`config.mk`:
```
export PLATFORM = sky130hd
export DESIGN_NAME = ifu
export DESIGN_NICKNAME = d
export VERILOG_FILES = /design/src/rtl/ifu.sv
export SDC_FILE = /design/constraint.sdc
export NUM_CORES = 1
export LEC_CHECK = 0
export ABC_AREA = 1
export CORE_ASPECT_RATIO = 0.7
export CORE_UTILIZATION = 54
export CTS_BUF_LIST = sky130_fd_sc_hd__clkbuf_16
export DETAILED_ROUTE_END_ITERATION = 10
export PLACE_DENSITY = 0.86
export SYNTH_ARGS = -nofsm -noshare
export SYNTH_HDL_FRONTEND = slang
export SYNTH_SLANG_ARGS = --single-unit
```
`constraint.sdc`:
```
create_clock -name clk -period 5.8 [get_ports clk]
set_clock_uncertainty 0.05 [all_clocks]
set_input_delay 1.16 -clock clk [delete_from_list [all_inputs] [get_ports clk]]
set_output_delay 1.16 -clock clk [all_outputs]
set_load 0.1 [all_outputs]
```
`src/rtl/ifu.sv`:
```
`default_nettype none
// +------------------------------------------------------------------------+
// | Module  : ifu                                                          |
// | Brief   : RV32I instruction fetch unit: PC, imem handshake, next-PC.   |
// | Revision: 1.0                                                          |
// +------------------------------------------------------------------------+
module ifu #(
    parameter logic [31:0] RESET_PC = 32'h8000_0000
) (
    input  logic        clk,
    input  logic        rst_n,
    output logic        imem_req_valid,
    input  logic        imem_req_ready,
    output logic [31:0] imem_req_addr,
    input  logic        imem_resp_valid,
    input  logic [31:0] imem_resp_data,
    output logic [31:0] inst,
    output logic        inst_valid,
    output logic [31:0] pc,
    input  logic        exec_done,
    input  logic [2:0]  branch,
    input  logic        zero,
    input  logic        less,
    input  logic [31:0] imm,
    input  logic [31:0] rs1_data,
    output logic        misalign
);

    localparam logic [31:0] c_NOP = 32'h0000_0013;

    typedef enum logic [2:0] {
        S_IDLE  = 3'd0,
        S_FETCH = 3'd1,
        S_WAIT  = 3'd2,
        S_EXEC  = 3'd3,
        S_HALT  = 3'd4
    } state_t;

    state_t      r_state;
    state_t      w_state_nxt;
    logic [31:0] r_pc;
    logic [31:0] r_inst;
    logic        r_misalign;
    logic [31:0] w_pc_plus4;
    logic [31:0] w_pc_imm;
    logic [31:0] w_npc;
    logic        w_npc_ok;
    logic        w_retire;

    assign w_pc_plus4 = r_pc + 32'd4;
    assign w_pc_imm   = r_pc + imm;
    assign w_retire   = (r_state == S_EXEC) && exec_done;
    assign w_npc_ok   = (w_npc[1:0] == 2'b00);

    always_comb begin
        w_npc = w_pc_plus4;
        case (branch)
            3'b001:  w_npc = w_pc_imm;
            3'b010:  w_npc = (rs1_data + imm) & ~32'h1;
            3'b100:  w_npc = zero  ? w_pc_imm : w_pc_plus4;
            3'b101:  w_npc = !zero ? w_pc_imm : w_pc_plus4;
            3'b110:  w_npc = less  ? w_pc_imm : w_pc_plus4;
            3'b111:  w_npc = !less ? w_pc_imm : w_pc_plus4;
            default: w_npc = w_pc_plus4;
        endcase
    end

    always_comb begin
        w_state_nxt    = r_state;
        imem_req_valid = 1'b0;
        inst_valid     = 1'b0;
        case (r_state)
            S_IDLE: w_state_nxt = S_FETCH;
            S_FETCH: begin
                imem_req_valid = 1'b1;
                if (imem_req_ready) w_state_nxt = S_WAIT;
            end
            S_WAIT: begin
                if (imem_resp_valid) w_state_nxt = S_EXEC;
            end
            S_EXEC: begin
                inst_valid = 1'b1;
                if (exec_done) w_state_nxt = w_npc_ok ? S_FETCH : S_HALT;
            end
            S_HALT:  w_state_nxt = S_HALT;
            default: w_state_nxt = S_IDLE;
        endcase
    end

    always_ff @(posedge clk or negedge rst_n) begin
        if (!rst_n) begin
            r_state    <= S_IDLE;
            r_pc       <= RESET_PC;
            r_inst     <= c_NOP;
            r_misalign <= 1'b0;
        end else begin
            r_state <= w_state_nxt;
            // Responses only count while a request is outstanding.
            if ((r_state == S_WAIT) && imem_resp_valid) r_inst <= imem_resp_data;
            if (w_retire && w_npc_ok)  r_pc       <= w_npc;
            if (w_retire && !w_npc_ok) r_misalign <= 1'b1;
        end
    end

    assign imem_req_addr = r_pc;
    assign pc            = r_pc;
    assign inst          = r_inst;
    assign misalign      = r_misalign;

endmodule
`default_nettype wire

```
==> results by group <==
Status
  • Outcome: finished clean

Critical path
  • CP Launch Type: primary input
  • Critical path class: primary input to flip-flop
  • WP data arrival: 3990 ps
  • Worst EP required: 5970 ps
  • CP Max Fanout: 12
  • Critical path capture point type: flip-flop

STA
  • Final setup fails: 0
  • Hold Vio Cnt, Final: 0
  • Final TNS setup: 0 ps
  • Minimum clock period: 3820 ps
  • Final period util: 65.9%
  • Peak Freq: 262 MHz
  • Hold Worst Slack: 432 ps
  • Worst Tran Pin Value: 1030 ps
  • Slew HR: 31.5%
  • Slew Viols, Final: 0
  • Unrepaired setup endpoints after global routing: false

Clock tree
  • Total number of H-tree levels: 3
  • # resized after CTS: 0
  • Max Buffers Root-to-Sink: 2
  • Reg clk slew, reported paths: 60 ps
  • Clock root cell: clkbuf_16
  • Clock sink count: 68
  • Later-pin clock latency in the skew report: 340 ps
  • Post-CTS setup repair buffer count: 0
  • Total CTS buffers: 9
  • CTS tree: yes
  • Cts hold-fix bufs: 0

GRT
  • Largest net degree at the start of global routing: 69
  • Overflow after GRT: 0
  • GRT Util Overall: 38.9%
  • Initial antenna violation count: 1
  • First-pass GRT wire length: 49500 µm
  • Vias in the first global route: 9205

Floorplan
  • Die Y-Extent: 108 µm
  • Die ar.: 16500 µm²
  • Initial core utilization: 55.5%
  • Core Box Area: 15500 µm²
  • Die Wd: 153 µm
  • Ports: 205
  • Number of core rows: 38

Placed design
  • GP Congestion: 1.04
  • Placed insts: 1784
  • Dpl hpwl: 26300 µm
  • Port Buffers: 204

Power
  • Total design power: 6.81 mW
  • Maximum VDD drop: 0.000669 V
  • Static Leak: 5.43 nW
  • Power Dens Cells: 625 nW/µm²

Yosys
  • Syn_nets: 1593
  • Largest area contributor in the netlist: dfrtp_1
  • Synth warnings: 0
  • Top post-synthesis cells by area: dfrtp_1 19%, nand2_1 18%, inv_1 9.1%, ha_1 9.0%, nand3_1 7.1%
  • Post-synthesis cell count: 1423
  • Async SR Flop Fraction: 100%
  • Distinct cells, synth: 49
  • Count of flip-flops with a built-in enable after synthesis: 0
  • Sequential fraction of the synthesis area: 19.8%
  • Synth top area share: 18.6%
  • Mean area per synthesized cell: 6.06 µm²
  • Main synth FF type: dfrtp_1
  • Cell Area, Synth: 8620 µm²
  • Number of synthesized register bits: 68

Cells and area
  • Commonest cells after routing, fill and taps aside: 424 x nand2_1, 209 x inv_1, 203 x clkdlybuf4s50_1, 159 x nor2_1, 123 x nand3_1
  • Fin nets: 1765
  • Register area: 1710 µm²
  • Area of the multi-input gates: 5800 µm²
  • Post-Layout Cell Count: 1801
  • Fillers: 1383
  • Fraction of layout cells with a size suffix above 1: 5.56%
  • Synthesis-to-finish area growth: 26.3%
  • Most common cell after layout, fill and taps aside: nand2_1
  • Final Util: 70.1%

Route
  • Antenna viol nets, final: 0
  • Wirelength per Cell: 17.7 µm
  • Vias post-DR: 10267
  • DRC: 0
  • Drt via density: 5.70
  • Total iterations of the first detailed-routing run: 6
  • Iter 0 DRT Violations: 1295
  • Detailed Route WL: 31800 µm

Run
  • MaxCap Viol Count: 0

Hold path
  • Worst hold path type: flip-flop to flip-flop
through the flow:
step                      instance area, µm²  setup WS (ps)
after global placement                 10600           1920
after CTS                              10900           2070
after floorplan                         8620           2050
after global routing                   10900           1840
after detailed placement               10600           1700
final                                  10900           1980
synth_stat cells (3+ instances only):
cell and instances:
o21ai_2 4, dfrtp_1 64, nand2_1 424, nor3_1 22, nand4_1 19, o22ai_1 4, o221ai_1 6, xnor2_1 13
nor2_2 5, and2_1 3, clkbuf_1 5, mux2_2 32, dfstp_2 4, xor2_1 15, nand3_1 123, inv_2 3
a21oi_1 80, o21ai_0 62, o21ai_1 4, or2_2 9, nor4_1 4, buf_4 34, a21o_1 4, ha_1 62
inv_1 209, nand3b_1 13, buf_2 3, o21bai_1 6, nor2_1 159
kinds of logic (layout without fill, tap and decap cells):
| family | after synthesis | after routing | synth area share, % |
|---|---|---|---|
| AND/OR/NAND/NOR | 798 | 798 | 39.7 |
| flip-flops | 68 | 68 | 19.8 |
| AO/OA/AOI/OAI | 174 | 174 | 11.1 |
| adder cells (fa/ha/maj) | 64 | 64 | 9.46 |
| multiplexers | 32 | 32 | 4.18 |
| XOR/XNOR | 28 | 28 | 2.84 |
| buffers and inverters | 259 | 436 | 13.0 |
| other | 0 | 1 | 0 |
routing by layer:
metal  part of all wire, %  track usage, %
met5                     0               0
met4                   1.8            7.94
met3                    13            9.18
met2                    41            57.0
met1                    45            57.4
report_power, final:
group	leakage, nW	internal [mW]	switching [mW]
logic	4.52	1.34	3.91
clock network	0.122	0.291	0.224
registers	0.791	0.708	0.335
flip-flops by register name, summed over array words and instances, names as in the netlist:
| name | count |
|---|---|
| misalign | 1 |
| r_state | 3 |
| inst | 32 |
| imem_req_addr | 32 |
final cells by class:
type	instances	share of cell area (%)
diodes	1	0.0230
clock buffers	9	2.07
clock inverters	7	0.471
inverters	213	7.34
multi-input cells	1096	53.2
flip-flops and latches	68	15.7
well taps	200	2.30
repair buffers	207	18.9
worst max-delay path, stage by stage:
cell and delay [ps]:
clkdlybuf4s50_1 510, inv_1 80, nor2_1 190, inv_2 60
nand3_1 80, nand2_1 120, nor2_1 690, clkinv_1 600
nand2_1 230, a21oi_1 90, nor2_1 130, nor2_1 50
worst paths after layout:
kind / start / endpoint / slack [ps] / cells past startpoint
min in group asynchronous: rst_n / inst[21] / 980 / 2
max in group asynchronous: rst_n / imem_req_addr[10] / 4100 / 2
min reg2reg: misalign / misalign / 430 / 2
min: misalign / misalign / 430 / 2
max reg2reg: imem_req_addr[2] / imem_req_addr[26] / 3070 / 10
max: branch[0] / imem_req_addr[19] / 1980 / 12
(Power assumes the default switching activity.)
